`config.mk`:
```
export PLATFORM = sky130hd
export DESIGN_NAME = alu_operand_stage_flat
export DESIGN_NICKNAME = d
export VERILOG_FILES = /design/src/rtl/alu_operand_stage_pkg.sv /design/src/rtl/alu_operand_stage_if.sv /design/src/rtl/alu_operand_stage_fwd_select.sv /design/src/rtl/alu_operand_stage.sv /design/src/flat_wrapper.sv
export SDC_FILE = /design/constraint.sdc
export NUM_CORES = 1
export LEC_CHECK = 0
export ABC_CLOCK_PERIOD_IN_PS = 2500
export BUFFER_PORTS_ARGS = -buffer_cell sky130_fd_sc_hd__buf_2
export CAP_MARGIN = 20
export CELL_PAD_IN_SITES_DETAIL_PLACEMENT = 1
export CELL_PAD_IN_SITES_GLOBAL_PLACEMENT = 1
export CORE_UTILIZATION = 29
export CTS_CLUSTER_DIAMETER = 30
export CTS_CLUSTER_SIZE = 10
export DETAILED_ROUTE_END_ITERATION = 16
export GPL_TIMING_DRIVEN = 0
export PLACE_DENSITY_LB_ADDON = 0.1
export SLEW_MARGIN = 0
export SYNTH_ARGS = -nofsm -noshare
export SYNTH_HDL_FRONTEND = slang
export SYNTH_SLANG_ARGS = --single-unit
export TNS_END_PERCENT = 1
```
`constraint.sdc`:
```
create_clock -name CLK -period 2.5 [get_ports CLK]
set_clock_uncertainty 0.1 [all_clocks]
set_input_delay 0.25 -clock CLK [delete_from_list [all_inputs] [get_ports CLK]]
set_output_delay 0.25 -clock CLK [all_outputs]
set_load 0.005 [all_outputs]
```
`src/rtl/alu_operand_stage_pkg.sv`:
```
// alu_operand_stage_pkg: shared widths, ALU opcodes and pipeline tag type for the operand stage
// Contents: DATA_WIDTH/REG_ADDR_W/IMM_WIDTH, alu_op_e, tag_t {valid, writes, dest},
// tag_hit (source-vs-tag dependency test), sext_imm (immediate sign extension).
package alu_operand_stage_pkg;
    localparam int DATA_WIDTH = 16;
    localparam int REG_ADDR_W = 3;
    localparam int IMM_WIDTH  = 8;

    typedef enum logic [2:0] {
        ALU_NOP, ALU_ADD, ALU_SUB, ALU_OR, ALU_AND, ALU_SHL, ALU_SHR, ALU_XOR
    } alu_op_e;

    typedef struct packed {
        logic                  valid;
        logic                  writes;
        logic [REG_ADDR_W-1:0] dest;
    } tag_t;

    // r0 is hard-wired zero, so a tag targeting it never produces a dependency
    function automatic logic tag_hit(tag_t t, logic [REG_ADDR_W-1:0] idx);
        return t.valid && t.writes && (t.dest != '0) && (t.dest == idx);
    endfunction

    function automatic logic [DATA_WIDTH-1:0] sext_imm(logic [IMM_WIDTH-1:0] imm);
        return {{(DATA_WIDTH-IMM_WIDTH){imm[IMM_WIDTH-1]}}, imm};
    endfunction
endpackage

```
`src/rtl/alu_operand_stage_if.sv`:
```
// alu_operand_stage_if: decode/ALU/writeback bundle around the operand stage
// master: decode + register file + ALU side (drives instruction, read data, AluResult)
// slave:  the operand stage (drives InReady, issued operands/opcode and result tags)
interface alu_operand_stage_if;
    import alu_operand_stage_pkg::*;
    logic                  InValid;
    logic                  InReady;
    logic [2:0]            ALUOpIn;
    logic [REG_ADDR_W-1:0] SrcRegA;
    logic [REG_ADDR_W-1:0] SrcRegB;
    logic [REG_ADDR_W-1:0] DestRegIn;
    logic                  WritesReg;
    logic [DATA_WIDTH-1:0] RegDataA;
    logic [DATA_WIDTH-1:0] RegDataB;
    logic [IMM_WIDTH-1:0]  Immediate;
    logic                  UseImm;
    logic                  Flush;
    logic [DATA_WIDTH-1:0] AluResult;
    logic [DATA_WIDTH-1:0] FirstInput;
    logic [DATA_WIDTH-1:0] SecondInput;
    logic [2:0]            ALUOp;
    logic                  OutValid;
    logic [REG_ADDR_W-1:0] OutDestReg;
    logic                  OutWritesReg;
    logic                  ResultValid;
    logic [REG_ADDR_W-1:0] ResultDestReg;
    logic                  ResultWritesReg;

    modport master (
        output InValid, ALUOpIn, SrcRegA, SrcRegB, DestRegIn, WritesReg, RegDataA, RegDataB,
               Immediate, UseImm, Flush, AluResult,
        input  InReady, FirstInput, SecondInput, ALUOp, OutValid, OutDestReg, OutWritesReg,
               ResultValid, ResultDestReg, ResultWritesReg
    );

    modport slave (
        input  InValid, ALUOpIn, SrcRegA, SrcRegB, DestRegIn, WritesReg, RegDataA, RegDataB,
               Immediate, UseImm, Flush, AluResult,
        output InReady, FirstInput, SecondInput, ALUOp, OutValid, OutDestReg, OutWritesReg,
               ResultValid, ResultDestReg, ResultWritesReg
    );
endinterface

```
`src/rtl/alu_operand_stage_fwd_select.sv`:
```
// alu_fwd_select: per-source dependency check against the issue (S) and result (R) tags
// use_i: source is read; idx_i: source index; s_tag_i/r_tag_i: stage tags;
// reg_data_i: register-file read; alu_result_i: registered ALU output;
// hazard_o: source waits on S; data_o: forwarded or register-file operand.
module alu_fwd_select
    import alu_operand_stage_pkg::*;
(
    input  logic                  use_i,
    input  logic [REG_ADDR_W-1:0] idx_i,
    input  tag_t                  s_tag_i,
    input  tag_t                  r_tag_i,
    input  logic [DATA_WIDTH-1:0] reg_data_i,
    input  logic [DATA_WIDTH-1:0] alu_result_i,
    output logic                  hazard_o,
    output logic [DATA_WIDTH-1:0] data_o
);
    assign hazard_o = use_i && tag_hit(s_tag_i, idx_i);
    // an S match stalls the instruction, so only R needs a forwarding path
    assign data_o   = (use_i && tag_hit(r_tag_i, idx_i)) ? alu_result_i : reg_data_i;
endmodule

```
`src/rtl/alu_operand_stage.sv`:
```
// alu_operand_stage: operand register stage feeding the 16-bit clocked ALU
// CLK/Reset: clock and synchronous active-high reset.
// stage_if (slave): decoded instruction in (InValid/InReady handshake), register reads,
// AluResult in; FirstInput/SecondInput/ALUOp/OutValid/OutDestReg/OutWritesReg to the ALU;
// ResultValid/ResultDestReg/ResultWritesReg tag AluResult for writeback.
module alu_operand_stage
    import alu_operand_stage_pkg::*;
(
    input  logic                CLK,
    input  logic                Reset,
    alu_operand_stage_if.slave  stage_if
);
    tag_t                  s_tag_q, s_tag_d, r_tag_q, r_tag_d;
    logic [DATA_WIDTH-1:0] first_q, first_d, second_q, second_d;
    alu_op_e               op_q, op_d;
    logic                  haz_a, haz_b, accept;
    logic [DATA_WIDTH-1:0] data_a, data_b;

    alu_fwd_select u_fwd_a (
        .use_i        (1'b1),
        .idx_i        (stage_if.SrcRegA),
        .s_tag_i      (s_tag_q),
        .r_tag_i      (r_tag_q),
        .reg_data_i   (stage_if.RegDataA),
        .alu_result_i (stage_if.AluResult),
        .hazard_o     (haz_a),
        .data_o       (data_a)
    );

    alu_fwd_select u_fwd_b (
        .use_i        (!stage_if.UseImm),
        .idx_i        (stage_if.SrcRegB),
        .s_tag_i      (s_tag_q),
        .r_tag_i      (r_tag_q),
        .reg_data_i   (stage_if.RegDataB),
        .alu_result_i (stage_if.AluResult),
        .hazard_o     (haz_b),
        .data_o       (data_b)
    );

    assign stage_if.InReady = !Reset && !(haz_a || haz_b);
    assign accept           = stage_if.InValid && stage_if.InReady;

    // anything not accepted (stall, idle or flush) issues a zeroed NOP bubble
    always_comb begin
        s_tag_d  = '0;
        first_d  = '0;
        second_d = '0;
        op_d     = ALU_NOP;
        r_tag_d  = stage_if.Flush ? '0 : s_tag_q;
        if (!stage_if.Flush && accept) begin
            s_tag_d  = '{valid: 1'b1, writes: stage_if.WritesReg, dest: stage_if.DestRegIn};
            first_d  = data_a;
            second_d = stage_if.UseImm ? sext_imm(stage_if.Immediate) : data_b;
            op_d     = alu_op_e'(stage_if.ALUOpIn);
        end
    end

    always_ff @(posedge CLK) begin
        if (Reset) begin
            s_tag_q  <= '0;
            r_tag_q  <= '0;
            first_q  <= '0;
            second_q <= '0;
            op_q     <= ALU_NOP;
        end else begin
            s_tag_q  <= s_tag_d;
            r_tag_q  <= r_tag_d;
            first_q  <= first_d;
            second_q <= second_d;
            op_q     <= op_d;
        end
    end

    assign stage_if.FirstInput      = first_q;
    assign stage_if.SecondInput     = second_q;
    assign stage_if.ALUOp           = op_q;
    assign stage_if.OutValid        = s_tag_q.valid;
    assign stage_if.OutDestReg      = s_tag_q.dest;
    assign stage_if.OutWritesReg    = s_tag_q.writes;
    assign stage_if.ResultValid     = r_tag_q.valid;
    assign stage_if.ResultDestReg   = r_tag_q.dest;
    assign stage_if.ResultWritesReg = r_tag_q.writes;
endmodule
```
`src/flat_wrapper.sv`:
```
// flat-port wrapper written by rule: the top's interface ports become plain ports
module alu_operand_stage_flat import alu_operand_stage_pkg::*;
  (CLK, Reset, stage_if_InValid, stage_if_ALUOpIn, stage_if_SrcRegA, stage_if_SrcRegB, stage_if_DestRegIn, stage_if_WritesReg, stage_if_RegDataA, stage_if_RegDataB, stage_if_Immediate, stage_if_UseImm, stage_if_Flush, stage_if_AluResult, stage_if_InReady, stage_if_FirstInput, stage_if_SecondInput, stage_if_ALUOp, stage_if_OutValid, stage_if_OutDestReg, stage_if_OutWritesReg, stage_if_ResultValid, stage_if_ResultDestReg, stage_if_ResultWritesReg);
  alu_operand_stage_if stage_if_i ();
  input  logic CLK;
  input  logic Reset;
  input wire logic [$bits(stage_if_i.InValid)-1:0] stage_if_InValid;
  input wire logic [$bits(stage_if_i.ALUOpIn)-1:0] stage_if_ALUOpIn;
  input wire logic [$bits(stage_if_i.SrcRegA)-1:0] stage_if_SrcRegA;
  input wire logic [$bits(stage_if_i.SrcRegB)-1:0] stage_if_SrcRegB;
  input wire logic [$bits(stage_if_i.DestRegIn)-1:0] stage_if_DestRegIn;
  input wire logic [$bits(stage_if_i.WritesReg)-1:0] stage_if_WritesReg;
  input wire logic [$bits(stage_if_i.RegDataA)-1:0] stage_if_RegDataA;
  input wire logic [$bits(stage_if_i.RegDataB)-1:0] stage_if_RegDataB;
  input wire logic [$bits(stage_if_i.Immediate)-1:0] stage_if_Immediate;
  input wire logic [$bits(stage_if_i.UseImm)-1:0] stage_if_UseImm;
  input wire logic [$bits(stage_if_i.Flush)-1:0] stage_if_Flush;
  input wire logic [$bits(stage_if_i.AluResult)-1:0] stage_if_AluResult;
  output wire logic [$bits(stage_if_i.InReady)-1:0] stage_if_InReady;
  output wire logic [$bits(stage_if_i.FirstInput)-1:0] stage_if_FirstInput;
  output wire logic [$bits(stage_if_i.SecondInput)-1:0] stage_if_SecondInput;
  output wire logic [$bits(stage_if_i.ALUOp)-1:0] stage_if_ALUOp;
  output wire logic [$bits(stage_if_i.OutValid)-1:0] stage_if_OutValid;
  output wire logic [$bits(stage_if_i.OutDestReg)-1:0] stage_if_OutDestReg;
  output wire logic [$bits(stage_if_i.OutWritesReg)-1:0] stage_if_OutWritesReg;
  output wire logic [$bits(stage_if_i.ResultValid)-1:0] stage_if_ResultValid;
  output wire logic [$bits(stage_if_i.ResultDestReg)-1:0] stage_if_ResultDestReg;
  output wire logic [$bits(stage_if_i.ResultWritesReg)-1:0] stage_if_ResultWritesReg;
  assign stage_if_i.InValid = stage_if_InValid;
  assign stage_if_i.ALUOpIn = stage_if_ALUOpIn;
  assign stage_if_i.SrcRegA = stage_if_SrcRegA;
  assign stage_if_i.SrcRegB = stage_if_SrcRegB;
  assign stage_if_i.DestRegIn = stage_if_DestRegIn;
  assign stage_if_i.WritesReg = stage_if_WritesReg;
  assign stage_if_i.RegDataA = stage_if_RegDataA;
  assign stage_if_i.RegDataB = stage_if_RegDataB;
  assign stage_if_i.Immediate = stage_if_Immediate;
  assign stage_if_i.UseImm = stage_if_UseImm;
  assign stage_if_i.Flush = stage_if_Flush;
  assign stage_if_i.AluResult = stage_if_AluResult;
  assign stage_if_InReady = stage_if_i.InReady;
  assign stage_if_FirstInput = stage_if_i.FirstInput;
  assign stage_if_SecondInput = stage_if_i.SecondInput;
  assign stage_if_ALUOp = stage_if_i.ALUOp;
  assign stage_if_OutValid = stage_if_i.OutValid;
  assign stage_if_OutDestReg = stage_if_i.OutDestReg;
  assign stage_if_OutWritesReg = stage_if_i.OutWritesReg;
  assign stage_if_ResultValid = stage_if_i.ResultValid;
  assign stage_if_ResultDestReg = stage_if_i.ResultDestReg;
  assign stage_if_ResultWritesReg = stage_if_i.ResultWritesReg;
  alu_operand_stage u_core (.CLK(CLK), .Reset(Reset), .stage_if(stage_if_i));
endmodule
```
## Yosys cells after proc, flatten, opt, wreduce, memory -nomap -nowiden

Index checks and enable logic that the tools add are counted.

| word-level totals | value |
|---|---|
| bits in read-only memories | 0 |
| bits in latches | 0 |
| bits in registers | 45 |
| RAM bits | 0 |
| bits of input ports | 74 |
| output and inout bits | 46 |
| memories kept | 0 |
| word-level logic and storage cells | 40 |

| cells by class | value |
|---|---|
| mux-type cells | 4 |
| divide/modulo/power cells | 0 |
| reduce and logical (&&, ||, !) cells | 22 |
| add/sub/neg operators | 0 |
| shift operators | 0 |
| eq/ne operators | 4 |
| magnitude comparators | 0 |
| bitwise logic cells | 1 |
| $mul | 0 |

Operators with widths:

| cell | count |
|---|---|
| $mux W16 | 3 |
| $logic_and A1 B1 Y1 | 13 |
| $eq A3 B3 Y1 | 4 |
| $reduce_bool A3 Y1 | 2 |
| $mux W5 | 1 |
| $logic_not A1 Y1 | 4 |
| $reduce_or A2 Y1 | 2 |
| $logic_or A1 B1 Y1 | 1 |
| $not A1 Y1 | 1 |

## Longest topological paths before layout

Gate-level depths: netlist of the first run.

| depth | value |
|---|---|
| depth in word-level cells | 11 |
| gate-level depth with buffers | 6 |
| gate-level depth less buffers | 5 |

## Hierarchy

From an unflattened synthesis of the first run, not the netlist that was laid out.

| second synthesis, totals | value |
|---|---|
| cells, all modules | 187 |
| area total of the unflattened synthesis | 2167.1 µm² |

By module, submodules not included:

| module | times used | cells an instance | area each (µm²) | seq. area each (µm²) |
|---|---|---|---|---|
| alu_operand_stage | 1 | 123 | 1466.4 | 900.9 |
| alu_fwd_select | 2 | 32 | 350.3 | 0.0 |

## Least setup slack after synthesis of the first run

No wires, ideal clock.

| path | value |
|---|---|
| path type | register to register |
| from | register u_core.r_tag_q, in the netlist u_core.stage_if.ResultDestReg[2] |
| to | register u_core.first_q[0] (netlist: u_core.stage_if.FirstInput[0]) |
| arrival | 1.600 ns |
| path slack | 0.686 ns |
| clock period less this slack | 1.814 ns |
| required time | 2.286 ns |
| setup time | 0.114 ns |
| cell stages (with the launch flop) | 7 |
| buffers on the path | 1 |
| cell sequence | dfxtp_1 > or3b_1 > a211oi_2 > o2111ai_4 > buf_6 > mux2i_1 > nor2_1 |

| on the way | value |
|---|---|
| cells in the longest elaborated chain, start to end | 4 |
| elaborated cells on any way between the ends | 5 |
| those cells by class | eq/ne: 1; mux: 1; reduce/logical: 3 |

RTL lines:

| item | line | source |
|---|---|---|
| from (decl) | alu_operand_stage.sv:13 | `tag_t s_tag_q, s_tag_d, r_tag_q, r_tag_d;` |
| from (signal assigned) | alu_operand_stage.sv:68 | `r_tag_q <= r_tag_d;` |
| $reduce_bool A3 Y1 | alu_operand_stage_pkg.sv:21 | `return t.valid && t.writes && (t.dest != '0) && (t.dest == idx);` |
| $logic_and A1 B1 Y1 | alu_operand_stage_pkg.sv:21 |  |
| $logic_and A1 B1 Y1 (*) | alu_operand_stage_pkg.sv:21 |  |
| $mux W16 (*) | alu_operand_stage_fwd_select.sv:19 | `assign data_o = (use_i && tag_hit(r_tag_i, idx_i)) ? alu_result_i : reg_data_i;` |
| to (signal assigned) | alu_operand_stage.sv:69 | `first_q <= first_d;` |
| to (decl) | alu_operand_stage.sv:14 | `logic [DATA_WIDTH-1:0] first_q, first_d, second_q, second_d;` |

Mark *: on every way between the ends. The rest lies on a longest branch, timed or not.
A chain may end at the register's enable or synchronous reset.

## Worst setup path in the final report of the first run

| path | value |
|---|---|
| from | register u_core.s_tag_q, in the netlist u_core.stage_if.OutDestReg[2] |
| to | output port stage_if_InReady |

| on the way | value |
|---|---|
| cells in the longest elaborated chain, start to end | 7 |
| elaborated cells on any way between the ends | 10 |
| those cells by class | eq/ne: 2; reduce/logical: 8 |

RTL lines:

| item | line | source |
|---|---|---|
| from (decl) | alu_operand_stage.sv:13 |  |
| from (signal assigned) | alu_operand_stage.sv:67 | `s_tag_q <= s_tag_d;` |
| $reduce_bool A3 Y1 | alu_operand_stage_pkg.sv:21 |  |
| $logic_and A1 B1 Y1 (2 in a row) | alu_operand_stage_pkg.sv:21 |  |
| $logic_and A1 B1 Y1 | alu_operand_stage_fwd_select.sv:17 | `assign hazard_o = use_i && tag_hit(s_tag_i, idx_i);` |
| $logic_or A1 B1 Y1 (*) | alu_operand_stage.sv:41 | `assign stage_if.InReady = !Reset && !(haz_a \|\| haz_b);` |
| $logic_not A1 Y1 (*) | alu_operand_stage.sv:41 |  |
| $logic_and A1 B1 Y1 (*) | alu_operand_stage.sv:41 |  |
| to (decl) | flat_wrapper.sv:19 | `output wire logic [$bits(stage_if_i.InReady)-1:0] stage_if_InReady;` |

Marked as above.

==> results of run 1 <==
-- cells by family after synthesis --
family / Yosys count / share of synthesized area
AO/OA/AOI/OAI: 39 / 0.1531
XOR/XNOR: 10 / 0.04805
flip-flops: 45 / 0.4942
buffers and inverters: 16 / 0.04804
AND/OR/NAND/NOR: 66 / 0.1688
multiplexers: 16 / 0.08785
-- worst paths after layout --
check | startpoint | endpoint
setup reg to reg | u_core.stage_if.ResultDestReg[1] | u_core.stage_if.SecondInput[6]
hold reg to reg | u_core.stage_if.OutValid | u_core.stage_if.ResultValid
setup / recovery | u_core.stage_if.OutDestReg[2] | stage_if_InReady
hold / removal | stage_if_ALUOpIn[0] | u_core.stage_if.ALUOp[0]
-- worst max-delay path, stage by stage, from the launching register on --
cell and delay [ps]:
dfxtp_1 360, xor2_1 150, or4_1 500, a21oi_1 270, nor2_1 60, buf_2 130
-- cell type report --
cell class                      count  share of cell area
Tap cell                           75             0.03616
Multi-Input combinational cell    131              0.3216
Buffer                              8             0.02218
Timing Repair Buffer              119              0.2295
Clock inverter                      2            0.003857
Inverter                            8             0.01157
Clock buffer                        6             0.02797
Sequential cell                    45              0.3472
-- power groups by stage --
| stage | Clock, uW | Combinational [uW] | Sequential, uW |
|---|---|---|---|
| after floorplan | 0 | 57.4 | 763 |
| after global placement | 0 | 157 | 760 |
| after detailed placement | 0 | 160 | 761 |
| after CTS | 450 | 160 | 744 |
| after global routing | 471 | 177 | 746 |
| final | 425 | 157 | 743 |
-- routing by layer --
layer	wire, um	global-route usage	part of all wire	up-vias
met1	2207	0.1868	0.42	822
met4	31	0.04286	0.0059	0
met2	2632	0.2917	0.50	67
met5	0	0	0	-
li1	-	-	-	893
met3	364	0.03820	0.070	4
-- synth_stat cells (2+ instances only) --
library cell  count  share of area
xnor2_1           7          0.034
nor2_1           26          0.054
nor2b_1           7          0.024
a211oi_2          2          0.014
or3b_1            2         0.0096
and2_1            5          0.017
clkbuf_1          2         0.0041
nand3_1           2         0.0055
and3_1            3          0.010
nand2_1          18          0.037
a21boi_0          9          0.037
a211oi_1          7          0.029
buf_6             2          0.012
inv_1             8          0.016
mux2i_1          16          0.088
a21oi_1          17          0.047
dfxtp_1          45           0.49
xor2_1            3          0.014
buf_4             3          0.012
-- through the flow --
step / hold WS [ps] / std cells / total power [uW] / setup WS, ps
after floorplan: 262.2 / 192 / 820.3 / 685.7
after global placement: 363.5 / 386 / 916.9 / 441.0
after detailed placement: 370.3 / 386 / 920.6 / 432.0
after CTS: 54.66 / 394 / 1354 / 359.4
after global routing: 63.02 / 394 / 1393 / 261.2
final: 65.43 / 394 / 1325 / 399.0
-- registers in the layout, summed over array words and instances (netlist names), 3 cells and up --
register	count
u_core.stage_if.FirstInput	16
u_core.stage_if.SecondInput	16
u_core.stage_if.ALUOp	3
u_core.stage_if.OutDestReg	3
u_core.stage_if.ResultDestReg	3
==> run summary, run 1 <==
global route overflow: 0
WL final: 5.236 mm
Clock Latency Late Sink: 280 ps
area occupied by multi-input gates: 834.6 um^2
Rel. slew slack: 0.6371
synthesized instance count: 192
worst slew pin tran: 542.4 ps
# hold bufs at CTS: 0
Period minus WS final: 2101 ps
Die Ht: 81.29 um
peak supply drop: 0.2393 mV
Core ar.: 5991 um^2
sequential element share of the synthesized area: 0.4942
crit share post-route: 0.8404
initial antenna violation count: 0
initial core utilization: 0.3043
Die ar.: 6607 um^2
number of core rows: 28
Distinct cells, synth: 27
global-route wire length before repair: 8.128 mm
R2R Setup Slk: 500 ps
Power per Cell Area: 510.7 nW/um^2
Util after Layout: 0.4332
class of the worst hold path: input port to flop
CTS Buf Count: 5
Logic pwr share: 0.118
switch share: 0.2344
Slew Viols, Final: 0
RSZ-0062 raised after global routing: false
Final Hold Viols: 0
drt pass-1 iters: 4
IO buf count: 119
Req. time, crit path: 2150 ps
Max Clock Freq: 0.4760 GHz
Mapped Avg Cell Area: 9.495 um^2
routability cong.: 0.7649
Yosys reg bits: 45
LEAKAGE: 0.001443 uW
gr usage total: 0.1610
fin nets: 392
CTS tree: yes
Residual DRC: 0
Reg clk slew, reported paths: 80 ps
H-tree levels: 2
via count: 1786
TNS Setup: 0 ps
synthesized area: 1823 um^2
routed len/inst: 13.29 um
final instance area: 2595 um^2
Crit. End Element: output pin
Inserted Diodes: 0
Post-Syn Nets: 266
Final ANT Viol Nets: 0
Placed Area: 2512 um^2
clock power share: 0.321
CTS max path bufs: 2
Layout fillers: 739
post-DP HPWL: 4.252 mm
Seq pwr share: 0.561
status: finished clean
Setup crit start kind: flop
Int Power: 1015 uW
largest net degree at the start of global routing: 14
Switch Pwr: 310.7 uW
Setup Fix Bufs, Post-CTS: 0
hold-critical path depth: 3
EDFF count, synth: 0
clk root buf: clkbuf_8
WS Path Type: flop to output pin
worst r2r path cells: 6
CP max FO: 5
final setup vio count: 0
clock sinks: 45
I/O Pins: 120
ratio of cells with drive above 1 in the final layout: 0.4263
vias per inst: 4.533
Worst EP arrival: 1750 ps
die width: 81.29 um
vias in the first global route: 1816
Reg area: 900.9 um^2
Initial DRC Count: 38
yosys warns: 0
Top FF cell, synth: dfxtp_1
# resized after CTS: 0
Area Overhead vs Synth: 42.35%
maxcap violations: 0
most frequent cells in the layout: 120 x buf_2, 45 x dfxtp_1, 26 x nor2_1, 18 x nand2_1, 17 x a21oi_1
post-synthesis async set-or-reset flop share: 0
commonest non-fill, non-tap cell in the layout: buf_2
(Power assumes the default switching activity.)
==> run 2, diff against run 1 <==
--- a/config.mk
+++ b/config.mk
@@ -5,7 +5,7 @@
 export SDC_FILE = /design/constraint.sdc
 export NUM_CORES = 1
 export LEC_CHECK = 0
-export ABC_CLOCK_PERIOD_IN_PS = 2500
+export ABC_CLOCK_PERIOD_IN_PS = 2120
 export BUFFER_PORTS_ARGS = -buffer_cell sky130_fd_sc_hd__buf_2
 export CAP_MARGIN = 20
 export CELL_PAD_IN_SITES_DETAIL_PLACEMENT = 1
==> constraint.sdc (replaced) <==
create_clock -name CLK -period 2.12 [get_ports CLK]
set_clock_uncertainty 0.1 [all_clocks]
set_input_delay 0.212 -clock CLK [delete_from_list [all_inputs] [get_ports CLK]]
set_output_delay 0.212 -clock CLK [all_outputs]
set_load 0.005 [all_outputs]
==> run 2 against run 1 <==
  * Global-route usage unchanged
  * Worst hold slack worse by 38 ps
  * First-iteration DRC count is 5.3% higher
  * Cell count rose by 0.25%
  * Critical path type is now flop to flop
  * Critical endpoint is now u_core.stage_if.SecondInput[6]
==> run summary, run 2 (synthesis results as in run 1) <==
status: finished clean
Power per Cell Area: 599.6 nW/um^2 (+17%)
ratio of cells with drive above 1 in the final layout: 0.4344 (+0.008043)
gr usage total: 0.1610 (unchanged)
PnR worst setup slack: 112.7 ps (-286.3 ps)
M1 WL: 2.205 mm (about the same)
clk root buf: clkbuf_8
Rel. slew slack: 0.6375 (about the same)
Int Power: 1197 uW (+18%)
vias per inst: 4.524 (-0.20%)
Residual DRC: 0 (unchanged)
Buf/Inv on CP: 1 (unchanged)
CP max stage delay: 440 ps (-60 ps)
Final Non-Filler Cells: 395 (+0.25%)
IO buf count: 119 (unchanged)
I/O Pins: 120 (unchanged)
Req. time, crit path: 2240 ps (+90 ps)
peak supply drop: 0.2821 mV (+18%)
initial antenna violation count: 0 (unchanged)
Die ar.: 6607 um^2 (unchanged)
Die Ht: 81.29 um (unchanged)
minimum hold slack: 27.48 ps (-37.95 ps)
Reg area: 902.1 um^2 (+0.14%)
CP Cell Sequence: or3b_1 -> a211oi_1 -> o21a_2 -> buf_6 -> a21oi_1 -> a211oi_2
Inserted Diodes: 0 (unchanged)
post-placement worst setup slack: 89.97 ps (-342.0 ps)
CP max-delay cell: dfxtp_1
Final ANT Viol Nets: 0 (unchanged)
CTS max path bufs: 2 (unchanged)
post-DP HPWL: 4.252 mm (unchanged)
RSZ-0062 raised after global routing: true
area occupied by multi-input gates: 838.3 um^2 (+0.45%)
Placed Area: 2512 um^2 (unchanged)
Area Overhead vs Synth: 43.03%
placed cell count: 386 (unchanged)
Crit path max-delay family: compound AO/OA/AOI/OAI gates
Max Clock Freq: 0.4982 GHz
Period minus WS final: 2007 ps
crit share post-route: 0.9469
Routed met2 length: 2.681 mm (+1.9%)
H-tree levels: 2 (unchanged)
maxcap violations: 0 (unchanged)
largest net degree at the start of global routing: 14 (unchanged)
WL final: 5.282 mm (+0.88%)
Util after Layout: 0.4353 (+0.002089)
WS Path Type: flop to flop
LEAKAGE: 0.001447 uW (+0.31%)
clock power share: 0.321 (about the same)
global route overflow: 0 (unchanged)
met3 wire len: 364 um (unchanged)
routability cong.: 0.7649 (unchanged)
CTS Buf Count: 5 (unchanged)
Core ar.: 5991 um^2 (unchanged)
Layout fillers: 736 (-0.41%)
drt pass-1 iters: 4 (unchanged)
final instance area: 2608 um^2 (+0.48%)
number of core rows: 28 (unchanged)
global-route wire length before repair: 8.128 mm (unchanged)
commonest non-fill, non-tap cell in the layout: buf_2
highest routed layer: met4
initial core utilization: 0.3043 (unchanged)
clock sinks: 45 (unchanged)
Worst EP arrival: 2120 ps (+370 ps)
Logic pwr share: 0.119 (about the same)
CTS tree: yes
worst slew pin tran: 541.7 ps (-0.6330 ps)
# hold bufs at CTS: 0 (unchanged)
Initial DRC Count: 40 (+5.3%)
Seq pwr share: 0.561 (about the same)
die width: 81.29 um (unchanged)
Final Hold Viols: 0 (unchanged)
final setup vio count: 0 (unchanged)
Setup crit start kind: flop
via count: 1787 (+0.056%)
Reg clk slew, reported paths: 80 ps (about the same)
most frequent cells in the layout: 120 x buf_2, 44 x dfxtp_1, 26 x nor2_1, 18 x nand2_1
class of the worst hold path: input port to flop
Clock Latency Late Sink: 280 ps (about the same)
Slew Viols, Final: 0 (unchanged)
Crit. End Element: flop
fin nets: 393 (+0.26%)
CP max FO: 10 (+5)
vias in the first global route: 1816 (unchanged)
switch share: 0.2346 (about the same)
Switch Pwr: 366.8 uW (+18%)
routed len/inst: 13.37 um (+0.62%)
run 2: cell types whose count changed in the layout (fill, tap and decap cells not counted), sizes merged:
cell  change
buf       +1
run 2: path summary, 6_finish.rpt:
kind	from	to	slack [ps]	cells after the start
setup / recovery	u_core.stage_if.ResultDestReg[1]	u_core.stage_if.SecondInput[6]	110	6
hold / removal	stage_if_ALUOpIn[0]	u_core.stage_if.ALUOp[0]	30	3
setup reg to reg	u_core.stage_if.ResultDestReg[1]	u_core.stage_if.SecondInput[6]	110	6
hold reg to reg	u_core.stage_if.OutValid	u_core.stage_if.ResultValid	390	1
run 2: through the flow:
step	total power (uW)	TNS (ps)
2_1_floorplan	967.3	0
3_3_place_gp	1081	0
3_5_place_dp	1086	0
4_1_cts	1597	0
5_1_grt	1644	-33.29
6_report	1563	0
run 2: power groups by stage:
stage,logic [uW],clock network (uW),registers [uW]
3_3_place_gp,185,0,896
5_1_grt,209,555,880
3_5_place_dp,189,0,897
4_1_cts,189,531,877
6_report,186,501,877
2_1_floorplan,67.7,0,900
run 2: cell type report:
class | instances | share of cell area
Multi-Input combinational cell | 131 | 0.3215
Clock buffer | 6 | 0.02783
Tap cell | 75 | 0.03599
Sequential cell | 45 | 0.3460
Clock inverter | 2 | 0.003839
Timing Repair Buffer | 120 | 0.2313
Inverter | 8 | 0.01152
Buffer | 8 | 0.02207
run 2: worst reg2reg max path, cell delays in order, from the launching register on:
cell      delay (ps)
dfxtp_1          440
or3b_1           380
a211oi_1         280
o21a_2           270
buf_6            170
a21oi_1           80
a211oi_2         220
run 2: timing repair:
item	in CTS	in global routing
resized for setup	0	2
setup buffers	0	1
endpoints found under the setup margin	0	34
run 2: routing by layer:
layer / vias to the layer above / track usage
met5: - / 0
met4: 0 / 0.04286
met3: 4 / 0.03820
met2: 67 / 0.2917
met1: 822 / 0.1868
li1: 894 / -
==> run 3, diff against run 2 <==
--- a/config.mk
+++ b/config.mk
@@ -10,7 +10,8 @@
 export CAP_MARGIN = 20
 export CELL_PAD_IN_SITES_DETAIL_PLACEMENT = 1
 export CELL_PAD_IN_SITES_GLOBAL_PLACEMENT = 1
-export CORE_UTILIZATION = 29
+export CORE_UTILIZATION = 30
+export CTS_BUF_LIST = sky130_fd_sc_hd__clkbuf_4
 export CTS_CLUSTER_DIAMETER = 30
 export CTS_CLUSTER_SIZE = 10
 export DETAILED_ROUTE_END_ITERATION = 16
==> run 3 against run 2 <==
  * Non-clock buffer count up 55
  * Worst hold slack worse by 15 ps
  * Combinational power up 46%
==> run summary, run 3 (synthesis results as in run 1) <==
CTS Buf Count: 5 (unchanged)
via count: 2033 (+14%)
end of the critical path: stage_if_InReady
drt pass-1 iters: 4 (unchanged)
Seq pwr share: 0.488 (-0.073)
Final Non-Filler Cells: 451 (+14%)
status: finished clean
Core ar.: 5886 um^2 (-1.8%)
Die ar.: 6392 um^2 (-3.3%)
H-tree levels: 2 (unchanged)
vias per inst: 4.508 (-0.36%)
met3 wire len: 352 um (-3.3%)
commonest non-fill, non-tap cell in the layout: buf_2
Power per Cell Area: 562.2 nW/um^2 (-6.2%)
Rel. slew slack: 0.6225 (-0.01504)
R2R Setup Slk: 180 ps (+70 ps)
routability cong.: 0.7392 (-3.4%)
LEAKAGE: 0.001697 uW (+17%)
highest routed layer: met4
worst slew pin tran: 564.2 ps (+22.48 ps)
reg2reg end: u_core.stage_if.FirstInput[7]
Period minus WS final: 2069 ps (+62.06 ps)
routed len/inst: 14.28 um (+6.8%)
die width: 79.95 um (-1.6%)
Residual DRC: 0 (unchanged)
switch share: 0.2217 (-0.01292)
M1 WL: 2.626 mm (+19%)
vias in the first global route: 2163 (+19%)
worst r2r path cells: 6 (unchanged)
post-placement worst setup slack: 87.32 ps (-2.642 ps)
Worst Setup SP: u_core.stage_if.OutDestReg[0]
Final ANT Viol Nets: 0 (unchanged)
CP max FO: 5 (-5)
Int Power: 1398 uW (+17%)
Setup crit start kind: flop
CTS max path bufs: 2 (unchanged)
final setup vio count: 0 (unchanged)
crit share post-route: 0.9761 (+0.02927)
Final Hold Viols: 0 (unchanged)
fin nets: 448 (+14%)
post-DP HPWL: 4.217 mm (-0.81%)
Crit. End Element: output pin
IO buf count: 119 (unchanged)
clock power share: 0.361 (+0.040)
gr usage total: 0.2077 (+0.04670)
PnR worst setup slack: 50.61 ps (-62.06 ps)
worst flop-to-flop path startpoint: u_core.stage_if.ResultDestReg[2]
peak supply drop: 0.2915 mV (+3.3%)
RSZ-0062 raised after global routing: true
largest net degree at the start of global routing: 15 (+1)
Util after Layout: 0.5427 (+0.1075)
Routed met2 length: 3.389 mm (+26%)
Slew Viols, Final: 0 (unchanged)
TNS Setup: 0 ps (unchanged)
WS Path Type: flop to output pin
global-route wire length before repair: 10.04 mm (+24%)
maxcap violations: 0 (unchanged)
Die Ht: 79.95 um (-1.6%)
Logic pwr share: 0.151 (+0.032)
number of core rows: 28 (unchanged)
placed cell count: 386 (unchanged)
Area Overhead vs Synth: 75.22%
Max Clock Freq: 0.4832 GHz (-3.0%)
Placed Area: 2512 um^2 (unchanged)
Clock Latency Late Sink: 340 ps (+60 ps)
most frequent cells in the layout: 120 x buf_2, 53 x dlygate4sd3_1, 40 x dfxtp_1, 26 x nor2_1, 18 x nand2_1
initial core utilization: 0.3097 (+0.005434)
Reg clk slew, reported paths: 130 ps (+50 ps)
clock sinks: 45 (unchanged)
Worst EP arrival: 1760 ps (-360 ps)
CTS tree: yes
clk root buf: clkbuf_4
class of the worst hold path: input port to flop
initial antenna violation count: 0 (unchanged)
Switch Pwr: 398.1 uW (+8.6%)
final instance area: 3194 um^2 (+23%)
ratio of cells with drive above 1 in the final layout: 0.3920 (-0.04237)
Req. time, crit path: 1810 ps (-430 ps)
global route overflow: 0 (unchanged)
Initial DRC Count: 33 (-18%)
WL final: 6.439 mm (+22%)
I/O Pins: 120 (unchanged)
## run 3: cell types whose count changed in the layout (fill, tap and decap cells not counted), sizes merged
cell         before  now
dlygate4sd3       0   53
buf             126  128
bufinv            0    2
clkbuf            8    7
clkinv            2    1
diode             0    1
## run 3: timing repair
action | 4_1_cts | 5_1_grt
endpoints found under the hold margin | 39 | 0
endpoints found under the setup margin | 1 | 8
hold buffers | 53 | 0
resized for setup | 2 | 8
pin swaps | 0 | 3
gates cloned | 0 | 0
buffers inserted | 0 | 3
## run 3: layer usage
layer  global-route usage  vias to the layer above
met5                    0                        -
met4              0.07321                        0
met3              0.05143                        7
met2               0.3821                       73
met1               0.2293                      948
li1                     -                     1005
## run 3: how the worst min path moves through the flow
stage / endpoint / from / cells after the start
2_1_floorplan: u_core.stage_if.ALUOp[0] / stage_if_ALUOpIn[0] / 2
3_3_place_gp: u_core.stage_if.ALUOp[2] / stage_if_ALUOpIn[2] / 3
3_5_place_dp: u_core.stage_if.ALUOp[2] / stage_if_ALUOpIn[2] / 3
4_1_cts: u_core.stage_if.FirstInput[1] / stage_if_AluResult[1] / 3
5_1_grt: u_core.stage_if.FirstInput[1] / stage_if_AluResult[1] / 3
6_report: u_core.stage_if.FirstInput[1] / stage_if_AluResult[1] / 3
## run 3: worst max-delay path: stages, from the launching register on
cell     delay [ps]
dfxtp_4         380
xor2_1          130
or4_1           520
a21oi_2         190
nor2_1           60
buf_2           120
## run 3: cell type report
type                    instances  area [um^2]
clock buffers                   5        37.54
multi-input cells             131        843.3
inverters                       8        30.03
well taps                      75        93.84
flip-flops and latches         45        912.1
fillers                       712         2691
clock inverters                 3        65.06
repair buffers                175         1149
plain buffers                   8        61.31
diodes                          1        2.502
## run 3: through the flow
step | power [uW] | hold slack, ps
after global routing | 1871 | 39.90
after CTS | 1820 | 1.870
final | 1796 | 12.49
after floorplan | 967.3 | 224.2
after detailed placement | 1085 | 333.8
after global placement | 1081 | 328.4
## run 3: power by group through the flow
stage          Clock, uW  Combinational [uW]  Sequential [uW]
2_1_floorplan          0                67.7              900
6_report             649                 272              876
4_1_cts              676                 266              878
5_1_grt              693                 299              879
3_5_place_dp           0                 188              896
3_3_place_gp           0                 185              896
